### src/rtl/ram_burst_reader.sv
// Burst read master for a latency-RD_LATENCY block RAM: issues sequential reads, tags the last beat,
// and streams words out through a credit-limited FIFO. Define RAM_BURST_READER_STATS_EN for stall_cycles.
module ram_burst_reader #(
    parameter int DATA_WIDTH = 10,
    parameter int ADDR_WIDTH = 12,
    parameter int RD_LATENCY = 2,
    parameter int FIFO_DEPTH = 4
) (
    input  logic                  clk,
    input  logic                  reset,
    input  logic                  cmd_valid,
    output logic                  cmd_ready,
    input  logic [ADDR_WIDTH-1:0] cmd_base_addr,
    input  logic [ADDR_WIDTH:0]   cmd_len,
    output logic                  m_read_req,
    output logic [ADDR_WIDTH-1:0] m_read_addr,
    input  logic [DATA_WIDTH-1:0] m_read_data,
    output logic                  out_valid,
    input  logic                  out_ready,
    output logic [DATA_WIDTH-1:0] out_data,
    output logic                  out_last,
    output logic                  busy,
    output logic                  done,
    output logic [15:0]           stall_cycles
);
    localparam int PW = (FIFO_DEPTH > 1) ? $clog2(FIFO_DEPTH) : 1;
    localparam int CW = $clog2(FIFO_DEPTH + 1);
    localparam int OW = $clog2(FIFO_DEPTH + RD_LATENCY + 2);

    typedef enum logic [1:0] {IDLE, ISSUE, DRAIN} state_t;

    state_t                state_q;
    logic [ADDR_WIDTH:0]   rem_q;
    logic                  req_q;
    logic                  last_q;
    logic [ADDR_WIDTH-1:0] addr_q;
    logic                  done_q;

    logic [RD_LATENCY-1:0] pv_q, pl_q;
    logic [DATA_WIDTH-1:0] fdata_q [FIFO_DEPTH];
    logic [FIFO_DEPTH-1:0] flast_q;
    logic [PW-1:0]         rd_q, wr_q;
    logic [CW-1:0]         cnt_q, cnt_d;

    logic                  push, pop, credit_ok;
    logic [OW-1:0]         outstanding;

    function automatic logic [PW-1:0] ptr_inc(input logic [PW-1:0] p);
        return (p == PW'(FIFO_DEPTH - 1)) ? '0 : p + 1'b1;
    endfunction

    assign push      = pv_q[RD_LATENCY-1];
    assign out_valid = (cnt_q != '0);
    assign pop       = out_valid && out_ready;
    assign out_data  = fdata_q[rd_q];
    assign out_last  = flast_q[rd_q];
    assign cmd_ready = (state_q == IDLE);
    assign busy      = (state_q != IDLE);
    assign done      = done_q;
    assign m_read_req  = req_q;
    assign m_read_addr = addr_q;

    // Outstanding counts the request on the RAM port too; crediting the
    // concurrent pop keeps 1 word/cycle without ever exceeding FIFO_DEPTH.
    always_comb begin
        outstanding = OW'(cnt_q) + OW'(req_q);
        for (int i = 0; i < RD_LATENCY; i++) outstanding = outstanding + OW'(pv_q[i]);
    end
    assign credit_ok = (outstanding - OW'(pop)) < OW'(FIFO_DEPTH);

    always_ff @(posedge clk or posedge reset) begin
        if (reset) begin
            state_q <= IDLE;
            rem_q   <= '0;
            req_q   <= 1'b0;
            last_q  <= 1'b0;
            addr_q  <= '0;
            done_q  <= 1'b0;
        end else begin
            req_q  <= 1'b0;
            last_q <= 1'b0;
            done_q <= 1'b0;
            case (state_q)
                IDLE: if (cmd_valid) begin
                    if (cmd_len == '0) begin
                        done_q <= 1'b1;
                    end else begin
                        req_q   <= 1'b1;
                        addr_q  <= cmd_base_addr;
                        last_q  <= (cmd_len == (ADDR_WIDTH+1)'(1));
                        rem_q   <= cmd_len - 1'b1;
                        state_q <= (cmd_len == (ADDR_WIDTH+1)'(1)) ? DRAIN : ISSUE;
                    end
                end
                ISSUE: if (credit_ok) begin
                    req_q  <= 1'b1;
                    addr_q <= addr_q + 1'b1;
                    last_q <= (rem_q == (ADDR_WIDTH+1)'(1));
                    rem_q  <= rem_q - 1'b1;
                    if (rem_q == (ADDR_WIDTH+1)'(1)) state_q <= DRAIN;
                end
                DRAIN: if (pop && out_last) begin
                    state_q <= IDLE;
                    done_q  <= 1'b1;
                end
                default: state_q <= IDLE;
            endcase
        end
    end

    always_comb begin
        cnt_d = cnt_q;
        if (push && !pop)      cnt_d = cnt_q + 1'b1;
        else if (!push && pop) cnt_d = cnt_q - 1'b1;
    end

    always_ff @(posedge clk or posedge reset) begin
        if (reset) begin
            pv_q    <= '0;
            pl_q    <= '0;
            rd_q    <= '0;
            wr_q    <= '0;
            cnt_q   <= '0;
            flast_q <= '0;
            for (int i = 0; i < FIFO_DEPTH; i++) fdata_q[i] <= '0;
        end else begin
            pv_q[0] <= req_q;
            pl_q[0] <= last_q;
            for (int i = 1; i < RD_LATENCY; i++) begin
                pv_q[i] <= pv_q[i-1];
                pl_q[i] <= pl_q[i-1];
            end
            if (push) begin
                fdata_q[wr_q] <= m_read_data;
                flast_q[wr_q] <= pl_q[RD_LATENCY-1];
                wr_q          <= ptr_inc(wr_q);
            end
            if (pop) rd_q <= ptr_inc(rd_q);
            cnt_q <= cnt_d;
        end
    end

    a_no_overflow: assert property (@(posedge clk) disable iff (reset)
        (push && !pop) |-> (cnt_q != CW'(FIFO_DEPTH)));

`ifdef RAM_BURST_READER_STATS_EN
    logic [15:0] stall_q;
    always_ff @(posedge clk or posedge reset) begin
        if (reset)                                 stall_q <= '0;
        else if (cmd_ready && cmd_valid)           stall_q <= '0;
        else if (out_valid && !out_ready && stall_q != 16'hFFFF) stall_q <= stall_q + 1'b1;
    end
    assign stall_cycles = stall_q;
`else
    assign stall_cycles = '0;
`endif

endmodule

### config.mk
export PLATFORM = sky130hd
export DESIGN_NAME = ram_burst_reader
export DESIGN_NICKNAME = d
export VERILOG_FILES = /design/src/rtl/ram_burst_reader.sv
export SDC_FILE = /design/constraint.sdc
export NUM_CORES = 1
export LEC_CHECK = 0
export CAP_MARGIN = 10
export CORE_MARGIN = 1.5
export CORE_UTILIZATION = 25
export CTS_CLUSTER_DIAMETER = 150
export CTS_CLUSTER_SIZE = 14
export DETAILED_ROUTE_END_ITERATION = 10
export PLACE_DENSITY_LB_ADDON = 0.25
export SYNTH_ARGS = -nofsm -noshare
export SYNTH_HDL_FRONTEND = slang
export SYNTH_SLANG_ARGS = --single-unit
### constraint.sdc
create_clock -name clk -period 5.8 [get_ports clk]
set_clock_uncertainty 0.15 [all_clocks]
set_input_delay 0.87 -clock clk [delete_from_list [all_inputs] [get_ports clk]]
set_output_delay 0.87 -clock clk [all_outputs]
set_load 0.03 [all_outputs]
### Word-level counts from Yosys, hierarchy flattened

Index checks and enable logic that the tools add are counted.

| storage, ports and cells | value |
|---|---|
| output and inout bits | 44 |
| input port bits | 39 |
| register bits after elaboration | 85 |
| logic and storage cells | 105 |

| operators by class | value |
|---|---|
| add/subtract/negate cells | 11 |
| reduce and logical (&&, ||, !) cells | 16 |
| multiplexer cells | 42 |
| equal/unequal tests | 11 |
| order comparisons | 7 |
| bitwise operators | 2 |

Operator list:

| cell | count |
|---|---|
| $bwmux 40 | 1 |
| $mux 13 | 3 |
| $mux 12 | 3 |
| $mux 10 | 3 |
| $eq 13x1->1 const B | 2 |
| $pmux 13 s2 | 1 |
| $sub 13x1->13 const B | 2 |
| $pmux 12 s2 | 1 |
| $bmux 10 s2 | 1 |
| $demux 10 s2 | 1 |
| $mux 2 | 8 |
| $logic_not 13->1 | 1 |
| $add 12x1->12 const B | 1 |
| $mux 1 | 11 |
| $ne 2x2->1 const B | 5 |
| $add 3x1->3 | 3 |
| $eq 2x2->1 const B | 3 |
| $ge 3x3->1 const B | 2 |
| $logic_and 1x1->1 | 6 |
| $lt 2x3->1 const B | 2 |
| $mux 3 | 2 |
| $not 2->3 | 2 |
| $pmux 1 s2 | 3 |
| $pmux 2 s3 | 1 |
| other kinds (17) | 21 |

### Depth between registers and ports, before layout

| logic depth | value |
|---|---|
| depth in word-level cells | 7 |
| mapped depth | 14 |
| mapped depth without buffers | 13 |

### Worst setup path before layout

OpenSTA, ideal clock, no wires.

| timing | value |
|---|---|
| kind | register to register |
| start | reg cnt_q[0] |
| end | reg rem_q[10] |
| setup time | 0.126 ns |
| data required time | 5.524 ns |
| data arrival time | 3.237 ns |
| path buffers | 1 |
| clock period less this slack | 3.514 ns |
| stages on the path, launching flop included | 14 |
| path slack | 2.286 ns |
| cell sequence | dfrtp_1 -> or3_1 -> nand2_1 -> inv_1 -> ha_1 -> inv_1 -> fa_1 -> ha_1 -> a31oi_1 -> xor2_1 -> a2bb2oi_2 -> buf_4 -> o21a_1 -> a221o_1 |

| on the way | value |
|---|---|
| elaborated cells between the ends (all ways) | 9 |
| classes of those cells | add/sub (4); order compare (1); eq/ne (1); reduce/logical (3) |

RTL lines:

| what | line | text |
|---|---|---|
| start, declared | 43 | `logic [CW-1:0] cnt_q, cnt_d;` |
| start signal, assigned | 139 | `cnt_q <= cnt_d;` |
| $reduce_bool 3->1 | 53 | `assign out_valid = (cnt_q != '0);` |
| named net out_valid | 18 | `output logic out_valid,` |
| $logic_and 1x1->1 | 54 | `assign pop = out_valid && out_ready;` |
| named net pop | 45 | `logic push, pop, credit_ok;` |
| $sub 3x1->3 | 69 | `assign credit_ok = (outstanding - OW'(pop)) < OW'(FIFO_DEPTH);` |
| $lt 3x3->1 | 69 |  |
| $ne 2x2->1 (no source line) | - |  |
| $reduce_and 4->1 (no source line) | - |  |
| end signal, assigned | 91 | `rem_q <= cmd_len - 1'b1;` |
| end signal, assigned | 99 | `rem_q <= rem_q - 1'b1;` |
| end, declared | 33 | `logic [ADDR_WIDTH:0] rem_q;` |

The timed path passes the listed nets, and every way through them passes these cells.
A chain may end at the register's enable or synchronous reset.

### Worst setup path after layout

| timing | value |
|---|---|
| start | in out_ready |
| end | reg addr_q[5] (netlist: m_read_addr[5]) |

| on the way | value |
|---|---|
| word-level cells in the longest chain between the ends | 5 |

Ends and longest elaborated chain:

| what | line | text |
|---|---|---|
| start, declared | 19 | `input logic out_ready,` |
| $logic_and 1x1->1 | 54 |  |
| named net pop | 45 |  |
| $sub 3x1->3 | 69 |  |
| $lt 3x3->1 | 69 |  |
| $ne 2x2->1 (no source line) | - |  |
| $reduce_and 4->1 (no source line) | - |  |
| end signal, assigned | 89 | `addr_q <= cmd_base_addr;` |
| end signal, assigned | 97 | `addr_q <= addr_q + 1'b1;` |
| end, declared | 36 | `logic [ADDR_WIDTH-1:0] addr_q;` |

The timed path passes the listed nets, and every way through them passes these cells.

==> results.ini <==
[placement]
place_area_um2=5411
gp_congestion=0.7652
port_buffers=66
dp_cells=698
pre_cts_ws_ns=1.348
dpl.hpwl_um=7444

[clock_network]
clk_pin_slew_worst_paths_ns=0.06
cts_tree=yes
clockBufferDepth=2
htreeDepth=3
clockRootBuffer=clkbuf_16
clock_sinks=85
insertion_delay_ns=0.34
cts_hold_buf=0
post_cts_resized=0
numCtsBuffers=9
post-cts-setup-buffers=0

[timing]
timing.final.crit_period_ns=4.045
fin_ws_ns=1.755
tightest_slew_ns=1.101
relSlewSlack=0.2663
fmax_ghz=0.2472
fin_tns_setup_ns=0
rsz0062_at_grt=no
maxSlewViolCount=0
final-setup-viol-count=0
fin_crit_sh=0.6975
timing.hold.ws_ns=0.1936
finalHoldViolCount=0

[layout]
final_util=0.3181
postLayoutCellArea_um2=5733
syn2layout_area_growth_pct=24.75
layout_commonest_cell=dfrtp_1
final_nets=535
stdcell_count=714
insertedDiodeCount=0
nFillCells=1864
final_cell_mix=85 x dfrtp_1, 66 x clkdlybuf4s50_1, 45 x mux2_2
drive_gt1_frac=0.1732

[worst_setup_path]
arrival_ns=4.12
required_ns=5.87
cp_cell_sequence=clkdlybuf4s50_1 -> nand2_1 -> inv_1 -> ha_1 -> inv_1 -> fa_1 -> ha_1 -> a31oi_1 -> xor2_1 -> a2bb2oi_2 -> buf_4 -> inv_2 -> o21ai_0 -> a22o_1
cpPeakStageDelay_ns=0.42
cp_top_family=buffers and inverters
crit_path_start=out_ready
crit_type=in2reg
timing.rr.start=cnt_q[0]
cp_max_fo=31
cp-start-kind=input port
crit_buf_inv=5
worst_path_max_delay_cell=clkdlybuf4s50_1
worst_setup_path_end_kind=flip-flop

[synthesis]
postSynth.asyncResetShare=1.000
yosysSeqAreaShare=0.4628
ys_warn_count=0
synth_edf_count=0
synth.largest_area_cell=dfrtp_1
synthesis.area_um2=4596
syn_area_per_cell_um2=10.92
synthFlopType=dfrtp_1
synth_cells=421
synth.top_cell.area_share=0.4628
synth_top_family_by_area=multiplexers
ys_seq_elements=85
synthAdderAreaFrac=0.04683
synth-simple-area-share=0.1190
synth_area_leaders=dfrtp_1 46%, mux2_2 11%, mux4_2 5.4%, ha_1 3.8%, a21oi_1 3.2%
synth.distinct_cells=53
synth-xor-area-share=0.02777
synth_compound_area_frac=0.1114
muxShareOfSynthArea=0.1685

[die]
fp-row-count=49
dieWidth_um=138.6
io_pins=83
fp.dieArea_um2=19200
initial_core_util=0.2550
die_h_um=138.6
core_area_um2=18020

[global_route]
grt_overflow=0
grt_max_degree=53
grt_antenna_before_repair=0
track_usage=0.1137
grt_pass1_vias=3534
grt_pass1_wl_um=17620

[pwr]
power_density_nw_per_um2=632.2
power_leakage_nw=2.390
peakVddDrop_uv=399.5
total_power_mw=3.624

[detailed_routing]
met3_length_um=455
antenna_left=0
wl_met1_um=4640
wl_per_cell_um=14.74
dr_wl_met2_um=5350
vias_per_cell=4.675
first_iter_violations=160
top_layer=met4
routed_wirelength_um=10530
route.detailed.drc=0
dr.pass1.iters=4
vias=3338

[hold_path]
worstHoldStart=pl_q[0]
hold_path.class=reg2reg

[status]
status=complete, no violations

[run]
cap_violations=0

## worst reg2reg max path: stages, from the launching register on
cell	delay, ns
dfrtp_1	0.45
or3_1	0.41
nand2_1	0.17
inv_1	0.11
ha_1	0.28
inv_1	0.04
fa_1	0.36
ha_1	0.28
a31oi_1	0.20
xor2_1	0.28
a2bb2oi_2	0.08
buf_4	0.21
inv_2	0.40
o21ai_0	0.17
a22o_1	0.27
## cells in the mapped netlist, types with 2 or more instances
cell,instances
nor4_1,3
fa_1,2
buf_4,17
nor2_1,24
mux4_2,11
and2_1,4
o2bb2ai_1,2
mux2i_1,2
a2bb2oi_1,3
buf_6,2
buf_1,3
o21ai_0,20
mux2_2,45
inv_1,19
o22a_1,2
nand2b_1,2
clkbuf_1,14
nand4_1,4
or3_1,3
dfrtp_1,85
a21o_1,2
ha_1,14
xnor2_1,6
xor2_1,6
a31oi_1,5
o22ai_1,5
nand2_1,35
a21oi_1,29
a22o_1,3
and4_1,2
nor3_1,11
or4_1,2
nand3_1,14
## registers in the layout, summed over array words and instances, names as in the netlist
name and cells:
rem_q 13, m_read_req 1, fdata_q 40, wr_q 2
state_q 2, cnt_q 3, m_read_addr 12, done 1
pl_q 2, pv_q 2, flast_q 4, last_q 1
rd_q 2
## where the power goes
part           leakage [nW]  internal, mW  switching [mW]
Clock                 0.160         0.379           0.241
Sequential             1.01         0.876           0.250
Combinational          1.22         0.831            1.05
## layer usage
layer,global-route usage,up-vias
li1,-,1600
met1,0.1365,1657
met2,0.2021,73
met3,0.03004,8
met4,0.02825,0
met5,0,-
## final cells by class
type                            instances  area, um^2  area share
Clock buffer                            9       225.2     0.03928
Clock inverter                          7       96.34     0.01680
Inverter                               20       76.32     0.01331
Multi-Input combinational cell        295        2238      0.3904
Sequential cell                        85        2127      0.3710
Tap cell                              229       286.5     0.04998
Timing Repair Buffer                   69       683.2      0.1192
## path summary, 6_finish.rpt
| check | endpoint | slack, ns | cells past startpoint |
|---|---|---|---|
| max | m_read_addr[5] | 1.75 | 14 |
| min | pl_q[1] | 0.19 | 0 |
| max reg2reg | m_read_addr[5] | 1.83 | 14 |
| min reg2reg | pl_q[1] | 0.19 | 0 |
| max in group asynchronous | state_q[1] | 3.61 | 3 |
| min in group asynchronous | rem_q[8] | 0.91 | 2 |
## kinds of logic after synthesis
family	after synthesis
adder cells (fa/ha/maj)	16
flip-flops	85
XOR/XNOR	13
AO/OA/AOI/OAI	82
AND/OR/NAND/NOR	110
buffers and inverters	56
other	1
multiplexers	58
Power figures use the tool's default switching activity.
